===== config.mk =====
export PLATFORM = sky130hd
export DESIGN_NAME = ksa
export DESIGN_NICKNAME = d
export VERILOG_FILES = /design/src/rtl/ksa.sv
export SDC_FILE = /design/constraint.sdc
export NUM_CORES = 1
export LEC_CHECK = 0
export ABC_AREA = 1
export CAP_MARGIN = 20
export CORE_UTILIZATION = 30
export CTS_BUF_LIST = sky130_fd_sc_hd__clkbuf_4 sky130_fd_sc_hd__clkbuf_8 sky130_fd_sc_hd__clkbuf_16
export CTS_CLUSTER_SIZE = 14
export DETAILED_ROUTE_END_ITERATION = 12
export GPL_TIMING_DRIVEN = 0
export HOLD_SLACK_MARGIN = 0.02
export PLACE_DENSITY = 0.59
export SLEW_MARGIN = 30
export SYNTH_ARGS = -nofsm -noshare
export SYNTH_HDL_FRONTEND = slang
export SYNTH_SLANG_ARGS = --single-unit

===== constraint.sdc =====
create_clock -name clk -period 3.7 [get_ports clk]
set_input_delay 0.925 -clock clk [delete_from_list [all_inputs] [get_ports clk]]
set_output_delay 0.925 -clock clk [all_outputs]
set_load 0.1 [all_outputs]

===== src/rtl/ksa.sv =====
// RC4 key-scheduling stage: permutes an identity-initialised 256-byte S RAM
// in place using a 24-bit key, one single-port RAM access per cycle.
module ksa (
    input  logic        clk,
    input  logic        rst_n,
    input  logic        en,
    output logic        rdy,
    input  logic [23:0] key,
    output logic [7:0]  s_addr,
    input  logic [7:0]  s_rddata,
    output logic [7:0]  s_wrdata,
    output logic        s_wren
);

    typedef enum logic [2:0] {
        IDLE,
        READ_I,
        STALL_I,
        CALC_J,
        READ_J,
        STALL_J,
        WRITE_I,
        WRITE_J
    } state_t;

    state_t      state_q, state_d;
    logic [7:0]  i_q, i_d;
    logic [7:0]  j_q, j_d;
    logic [7:0]  si_q, si_d;
    logic [7:0]  sj_q, sj_d;
    logic [23:0] key_q, key_d;
    logic [1:0]  ksel_q, ksel_d;
    logic        rdy_q, rdy_d;
    logic [7:0]  kb;

    // ksel tracks i mod 3 alongside i, avoiding a divider on the i counter.
    always_comb begin
        case (ksel_q)
            2'd0:    kb = key_q[23:16];
            2'd1:    kb = key_q[15:8];
            default: kb = key_q[7:0];
        endcase
    end

    always_comb begin
        // NOTE: every output and next-state signal is defaulted first so no
        // path through the case statement can leave one unassigned (no latches).
        state_d  = state_q;
        i_d      = i_q;
        j_d      = j_q;
        si_d     = si_q;
        sj_d     = sj_q;
        key_d    = key_q;
        ksel_d   = ksel_q;
        rdy_d    = rdy_q;
        s_addr   = 8'd0;
        s_wrdata = 8'd0;
        s_wren   = 1'b0;

        case (state_q)
            IDLE: begin
                rdy_d = 1'b1;
                if (en && rdy_q) begin
                    state_d = READ_I;
                    i_d     = 8'd0;
                    j_d     = 8'd0;
                    ksel_d  = 2'd0;
                    key_d   = key;
                    rdy_d   = 1'b0;
                end
            end
            READ_I: begin
                s_addr  = i_q;
                state_d = STALL_I;
            end
            STALL_I: begin
                s_addr  = i_q;
                si_d    = s_rddata;
                state_d = CALC_J;
            end
            CALC_J: begin
                s_addr  = i_q;
                j_d     = j_q + si_q + kb;
                state_d = READ_J;
            end
            READ_J: begin
                s_addr  = j_q;
                state_d = STALL_J;
            end
            STALL_J: begin
                s_addr  = j_q;
                sj_d    = s_rddata;
                state_d = WRITE_I;
            end
            WRITE_I: begin
                s_addr   = i_q;
                s_wrdata = sj_q;
                s_wren   = 1'b1;
                state_d  = WRITE_J;
            end
            WRITE_J: begin
                s_addr   = j_q;
                s_wrdata = si_q;
                s_wren   = 1'b1;
                if (i_q == 8'd255) begin
                    state_d = IDLE;
                    rdy_d   = 1'b1;
                end else begin
                    state_d = READ_I;
                    i_d     = i_q + 8'd1;
                    ksel_d  = (ksel_q == 2'd2) ? 2'd0 : ksel_q + 2'd1;
                end
            end
            default: state_d = IDLE;
        endcase
    end

    // NOTE: sequential state uses non-blocking assignments so every register
    // samples the values from before this edge, regardless of statement order.
    always_ff @(posedge clk or negedge rst_n) begin
        if (!rst_n) begin
            state_q <= IDLE;
            i_q     <= 8'd0;
            j_q     <= 8'd0;
            si_q    <= 8'd0;
            sj_q    <= 8'd0;
            key_q   <= 24'd0;
            ksel_q  <= 2'd0;
            rdy_q   <= 1'b0;
        end else begin
            state_q <= state_d;
            i_q     <= i_d;
            j_q     <= j_d;
            si_q    <= si_d;
            sj_q    <= sj_d;
            key_q   <= key_d;
            ksel_q  <= ksel_d;
            rdy_q   <= rdy_d;
        end
    end

    assign rdy = rdy_q;

endmodule


Word level (Yosys, flattened, before mapping)
Index checks and enable logic that the tools add are counted.
Cells by class
  eq/ne operators: 13
  reductions and logical operators: 12
  add/subtract/negate cells: 4
  muxes and demuxes: 18
Operators by type and width (count)
  $pmux W8 S2: 5
  $pmux W3 S8: 1
  $add A8 B8 Y8: 2
  $mux W8: 2
  $eq A3 B3 Y1 const B: 4
  $add A8 B1 Y8 const B: 1
  $eq A8 B8 Y1 const B: 1
  $eq A3 B2 Y1 const B: 2
  $mux W2: 3
  $ne A2 B2 Y1 const B: 3
  $reduce_and A2 Y1: 3
  $mux W1: 4
  $pmux W2 S2: 1
  $reduce_bool A2 Y1: 2
  $reduce_or A4 Y1: 1
  $eq A3 B1 Y1 const B: 1
  $logic_not A3 Y1: 1
  $mux W3: 1
  $reduce_and A3 Y1: 1
  $reduce_or A3 Y1: 1
  $add A2 B1 Y2 const B: 1
  $eq A2 B1 Y1 const B: 1
  $eq A2 B2 Y1 const B: 1
  $logic_not A2 Y1: 1
  other kinds (3): 3
Word-level totals
  register bits after elaboration: 62
  bits of input ports: 35
  logic and storage cells: 55
  output and inout port bits: 18

Logic depth before layout (Yosys ltp)
Gate-level depths: netlist of the first run.
  depth after elaboration: 4
  mapped depth: 17
  gate-level depth less buffers: 16

Worst setup path before layout of the first run
Ideal clock, no wire load.
  path kind: register -> output
  from: register state_q[2]
  to: output port s_wrdata[6]
  setup slack: -0.186 ns
  arrival: 2.961 ns
  data required time: 2.775 ns
  stages on the path, launching flop included: 6
  path buffers: 1
  cell sequence: dfrtp_1 > buf_2 > nand2_1 > nor2_2 > inv_1 > o21ai_0
On the way
  longest elaborated chain between the ends: 2
  elaborated cells on any way between the ends: 3
  those cells by class: 2 x eq/ne; 1 x mux
RTL lines
  start, declared: RTL line 26  | state_t state_q, state_d;
  start signal, assigned: RTL line 131  | state_q <= state_d;
  $eq A3 B3 Y1: RTL line 60  | case (state_q)
  $pmux W8 S2 *: RTL line 60
  end, declared: RTL line 11  | output logic [7:0] s_wrdata,
Mark *: on every way between the ends. The rest lies on a longest branch, timed or not.

Final worst setup path of the first run
  from: register state_q[0]
  to: output port s_addr[3]
On the way
  longest elaborated chain between the ends: 3
  elaborated cells on any way between the ends: 10
  those cells by class: 7 x eq/ne; 1 x mux; 2 x reduce/logical
RTL lines
  $eq A3 B3 Y1, or another cell as far along: RTL line 60
  $reduce_or A4 Y1 (no source line) or $reduce_or A3 Y1 (tied branches)
  $pmux W8 S2 *: RTL line 60
  end, declared: RTL line 9  | output logic [7:0] s_addr,
Marked as above.

==> results of run 1 <==
[layout make-up]
type | count | area share
timing repair buffer | 53 | 0.1311
tap | 140 | 0.04153
clock buffer | 12 | 0.03619
multi-input combinational | 303 | 0.3664
clock inverter | 2 | 0.002373
sequential | 62 | 0.3678
buffer | 11 | 0.01365
inverter | 46 | 0.04094
[cell usage in the layout, fill, tap and decap left out, types with 2 or more instances in the layout]
master,synthesis,final
o21ai_0,22,19
o21ai_1,7,9
dfrtp_1,62,62
clkdlybuf4s50_1,0,36
fa_1,8,8
dlymetal6s2s_1,0,7
nor3_1,4,4
ha_1,7,7
clkinv_2,0,2
inv_2,3,3
a21oi_1,11,11
clkbuf_1,4,4
xor2_1,4,4
nor2_2,4,4
clkbuf_8,0,10
nand3_1,31,31
nand2_1,170,170
clkbuf_4,0,2
nand4_1,2,2
mux2_2,2,2
buf_2,4,4
buf_4,3,4
dlygate4sd2_1,0,8
o22ai_1,14,14
nor2_1,10,10
inv_1,43,43
[logic make-up (layout without fill, tap and decap cells)]
group,after synthesis,after routing,share of synthesized area
AO/OA/AOI/OAI,57,57,0.09300
XOR/XNOR,4,4,0.01054
adder cells (fa/ha/maj),15,15,0.07455
buffers and inverters,57,124,0.06927
flip-flops,62,62,0.4669
multiplexers,2,2,0.006777
AND/OR/NAND/NOR,225,225,0.2790
[critical path: cells and delay by family (launching register included)]
kind                   cells  cell delay [ns]
buffers and inverters      2             1.12
AOI/OAI and AO/OA          2             0.66
DFF                        1             0.45
and+or+nand+nor            1             0.07
[final timing paths]
kind	startpoint	end	slack (ns)
min in group clk	key_q[9]$_DFFE_PN0P_	key_q[9]$_DFFE_PN0P_	0.48
max in group asynchronous	rst_n	si_q[2]$_DFFE_PN0P_	2.74
min reg2reg	key_q[9]$_DFFE_PN0P_	key_q[9]$_DFFE_PN0P_	0.48
max	state_q[0]$_DFFE_PN0P_	s_addr[3]	0.15
max reg2reg	ksel_q[1]$_DFFE_PN0P_	j_q[7]$_DFFE_PN0P_	0.89
min	rst_n	key_q[22]$_DFFE_PN0P_	0.45
[where the power goes]
group          switching (mW)  internal, mW  total, mW
combinational           0.267         0.195      0.462
sequential             0.0481         0.730      0.778
clock                   0.244         0.267      0.511
[through the flow]
| stage | hold slack (ns) | setup WS [ns] | setup TNS, ns | std cells |
|---|---|---|---|---|
| global route | 0.4597 | 0.004574 | 0 | 629 |
| CTS | 0.4505 | 0.07510 | 0 | 629 |
| detailed placement | 0.4655 | 0.3111 | 0 | 615 |
| floorplan | 0.4492 | -0.01151 | -0.01151 | 422 |
| global placement | 0.4659 | -0.4243 | -25.98 | 614 |
| finish | 0.4525 | 0.1478 | 0 | 629 |
[registers in the layout, indices dropped and copies added (netlist names)]
register	flops
key_q	24
ksel_q	2
i_q	8
state_q	3
sj_q	8
rdy	1
j_q	8
si_q	8
[per-layer routing]
| layer | global-route usage | wire (um) | up-vias |
|---|---|---|---|
| li1 | - | - | 1470 |
| met1 | 0.2027 | 3742 | 1395 |
| met2 | 0.2544 | 3774 | 60 |
| met3 | 0.03511 | 418 | 10 |
| met4 | 0.04305 | 117 | 0 |
| met5 | 0 | 0 | - |
==> flow_summary.yaml, run 1 <==
status:
  status: "complete, no violations"
logic_synthesis:
  yosys_warnings: 0
  synth-edff-count: 0
  async_flop_share: 1.000
  synthCells: 422
  synth_cell_types: 27
  netlist.area_leader.share: 0.4669
  syn_nets: 472
  synth-seq-cells: 62
  synth_top_area_cell: "dfrtp_1"
  synthTopCellsByCount: "170 x nand2_1, 62 x dfrtp_1, 43 x inv_1"
  synth_ff_type: "dfrtp_1"
  postSynthAreaPerCell_um2: 7.875
  yosysSeqAreaShare: 0.4669
  synth_most_common_cell: "nand2_1"
  yosys-top-cells-area: "dfrtp_1 47%, nand2_1 19%, inv_1 4.9%"
  syn-cell-area_um2: 3323
critical_path:
  crit_type: "flop to output port"
  crit_slowest_cell: "clkdlybuf4s50_1"
  required_ns: 2.77
  crit_path_start_kind: "flop"
  end_kind: "output port"
  critical_path_arrival_ns: 2.63
  crit_fanout: 8
  crit_chain: "inv_2 > nor2_1 > a21oi_1 > o22ai_1 > clkdlybuf4s50_1"
  r2r_cells: 16
  max_stage_delay_ns: 1.00
floorplanning:
  core_um2: 10790
  fp.dieArea_um2: 11500
  row_count: 38
  io_pins: 53
  die_width_um: 107.3
  initial_core_util: 0.3079
  die_y_um: 107.3
timing:
  layout_min_cycle_time_ns: 3.552
  hold_viol: 0
  fin_skew_ns: 0.01102
  rsz0062_at_grt: "no"
  fin_crit_sh: 0.9601
  worst_pin_slew_ns: 0.9834
  report.final.slew_viol_count: 0
  max_slew_margin: 0.3470
  setup_viol: 0
  clock.fmax_mhz: 281.5
drt:
  first_iter_violations: 148
  wire_per_inst_um: 12.80
  postRouteAntennaNets: 0
  via_per_inst: 4.666
  drtPass1Iterations: 7
  route.detailed.drc: 0
  wl_mm: 8.053
  vias: 2935
clock_tree:
  root_buffer: "clkbuf_8"
  ctsHoldBuffers: 0
  cts_made_buffers: 9
  post-cts-setup-buffer-count: 0
  cts_tree: "built"
  post_cts_resized: 8
  worstSkewPairLatency_ns: 0.33
  cts_sinks: 62
  clk_pin_slew_worst_paths_ns: 0.07
  htreeDepth: 3
  clockBufferDepth: 2
cells_and_area:
  fin_util: 0.3908
  n_fill_cell: 1150
  final_nets: 536
  design_area_um2: 4218
  seq_area_um2: 1551
  area_growth_pct: 26.92
  multi_input_area_um2: 1545
  antenna_cells: 0
  drive_above_1_share: 0.07566
global_routing:
  grt_pass1_wl_mm: 13.79
  grt_antenna_before_repair: 0
  grt_util_all_layers: 0.1542
  grt_max_degree: 48
  grt-ovfl-total: 0
  grt_pass1_vias: 2906
placed_design:
  io_buffers: 52
  dp_hpwl_mm: 6.286
  place_congestion: 0.8495
  dpl_cell_area_um2: 4048
run:
  drv_cap: 0
power:
  ir_drop_v: 0.0002133
  power_density_nw_per_um2: 415.1
  p_total_mw: 1.751
  cellLeakagePower_nw: 2.239
worst_hold_path:
  hold_path.class: "input port to async pin"
Power figures use the tool's default switching activity.
==> run 2: changes to the inputs <==
--- a/config.mk
+++ b/config.mk
@@ -7,6 +7,7 @@
 export LEC_CHECK = 0
 export ABC_AREA = 1
 export CAP_MARGIN = 20
+export CORE_ASPECT_RATIO = 1.4
 export CORE_UTILIZATION = 30
 export CTS_BUF_LIST = sky130_fd_sc_hd__clkbuf_4 sky130_fd_sc_hd__clkbuf_8 sky130_fd_sc_hd__clkbuf_16
 export CTS_CLUSTER_SIZE = 14
==> flow_summary.yaml, run 2 (same netlist as run 1, synthesis figures left out) <==
status:
  status: "complete, no violations"
clock_tree:
  ctsHoldBuffers: 0
  clk_pin_slew_worst_paths_ns: 0.05
  cts_made_buffers: 9
  cts_sinks: 62
  clockBufferDepth: 2
  htreeDepth: 3
  worstSkewPairLatency_ns: 0.32
  cts_tree: "built"
  root_buffer: "clkbuf_16"
timing:
  rsz0062_at_grt: "no"
  clock.fmax_mhz: 280.3
  timing.hold.ws_ns: 0.4793
  fin_crit_sh: 0.9643
  fin_skew_ns: 0.005279
  worst_pin_slew_ns: 0.9702
  setup_viol: 0
  layout_min_cycle_time_ns: 3.568
  report.final.slew_viol_count: 0
  hold_viol: 0
  max_slew_margin: 0.3521
  tns_ns: 0
cells_and_area:
  final_nets: 536
  largest_reg_flops: 24
  area_growth_pct: 31.89
  multi_input_area_um2: 1545
  final_cell_mix: "170 x nand2_1, 62 x dfrtp_1, 43 x inv_1"
  drive_above_1_share: 0.07943
  antenna_cells: 0
  seq_area_um2: 1551
  largest-register: "key_q"
  n_fill_cell: 1141
  design_area_um2: 4383
  layout_commonest_cell: "nand2_1"
drt:
  via_per_inst: 4.614
  route.detailed.drc: 0
  vias: 2916
  wl_mm: 8.222
  first_iter_violations: 195
  postRouteAntennaNets: 0
  wire_per_inst_um: 13.01
  drtPass1Iterations: 4
placed_design:
  place_congestion: 0.9061
  dpl_cell_area_um2: 4041
  io_buffers: 52
  dp_hpwl_mm: 6.356
critical_path:
  end_kind: "output port"
  r2r_cells: 16
  crit_fanout: 10
  crit_type: "flop to output port"
  critical_path_arrival_ns: 2.64
  crit_path_start_kind: "flop"
  required_ns: 2.77
worst_hold_path:
  holdPathStages: 2
  hold_path.class: "flop to flop"
global_routing:
  grt_pass1_vias: 3047
  grt-ovfl-total: 0
  grt_antenna_before_repair: 0
  grt_util_all_layers: 0.1577
  grt_pass1_wl_mm: 14.37
  grt_max_degree: 36
floorplanning:
  die_y_um: 126.5
  io_pins: 53
  initial_core_util: 0.3074
  fp.dieArea_um2: 11510
  die_width_um: 90.95
  core_um2: 10810
  row_count: 45
power:
  p_clk_frac: 0.426
  power_density_nw_per_um2: 493.7
  power_frac_seq: 0.360
  ir_drop_v: 0.0002481
  p_sw_frac: 0.2825
  cellLeakagePower_nw: 2.289
  p_int_mw: 1.552
  p_sw_uw: 611.2
  pwr-share-comb: 0.213
run:
  drv_cap: 0
run 2: per-stage QoR:
stage | utilization | cells | total power [mW] | setup slack (ns)
after floorplan | - | 422 | 1.103 | -0.01151
after global placement | 0.3722 | 615 | 1.237 | -0.3586
after detailed placement | 0.3738 | 616 | 1.254 | 0.2750
after CTS | 0.4038 | 632 | 2.187 | 0.08967
after global routing | 0.4054 | 632 | 2.289 | 0.01081
final | 0.4054 | 632 | 2.164 | 0.1320
run 2: worst paths after layout:
path	endpoint	start	slack, ns
min	key_q[19]$_DFFE_PN0P_	key_q[19]$_DFFE_PN0P_	0.48
min in group asynchronous	key_q[7]$_DFFE_PN0P_	rst_n	0.52
min reg2reg	key_q[19]$_DFFE_PN0P_	key_q[19]$_DFFE_PN0P_	0.48
max	s_wren	state_q[2]$_DFFE_PN0P_	0.13
max in group asynchronous	ksel_q[0]$_DFFE_PN0P_	rst_n	2.67
max reg2reg	j_q[7]$_DFFE_PN0P_	ksel_q[1]$_DFFE_PN0P_	0.83
run 2: timing repair:
action,4_1_cts,5_1_grt
setup endpoints to repair,8,7
hold endpoints to repair,0,0
setup buffers,0,0
gates resized for setup,8,7
run 2: layout make-up:
type	count	area share
Multi-Input combinational cell	303	0.3526
Clock inverter	5	0.01856
Buffer	11	0.01313
Clock buffer	11	0.05766
Timing Repair Buffer	53	0.1245
Inverter	46	0.03939
Sequential cell	62	0.3540
Tap cell	141	0.04025
run 2: metal layers:
metal  part of all wire  wire [um]  vias to the layer above  track usage
met5                  0          0                        -            0
met4              0.038        313                        0      0.08964
met3              0.037        307                       23      0.01559
met2               0.48       3982                       84       0.2634
met1               0.44       3617                     1332       0.1992
li1                   -          -                     1477            -
run 2: worst max-delay path: stages, from the launching register on:
cell and delay, ns:
dfrtp_1 0.31, buf_2 0.20, nand2_1 0.10, inv_1 0.08
clkbuf_1 0.40, clkdlybuf4s50_1 1.23
run 2: power groups by stage:
| stage | logic [mW] | clock network [mW] | registers (mW) |
|---|---|---|---|
| after global placement | 0.447 | 0 | 0.790 |
| after detailed placement | 0.463 | 0 | 0.791 |
| final | 0.462 | 0.923 | 0.779 |
| after global routing | 0.538 | 0.964 | 0.787 |
| after CTS | 0.467 | 0.941 | 0.779 |
| after floorplan | 0.324 | 0 | 0.779 |
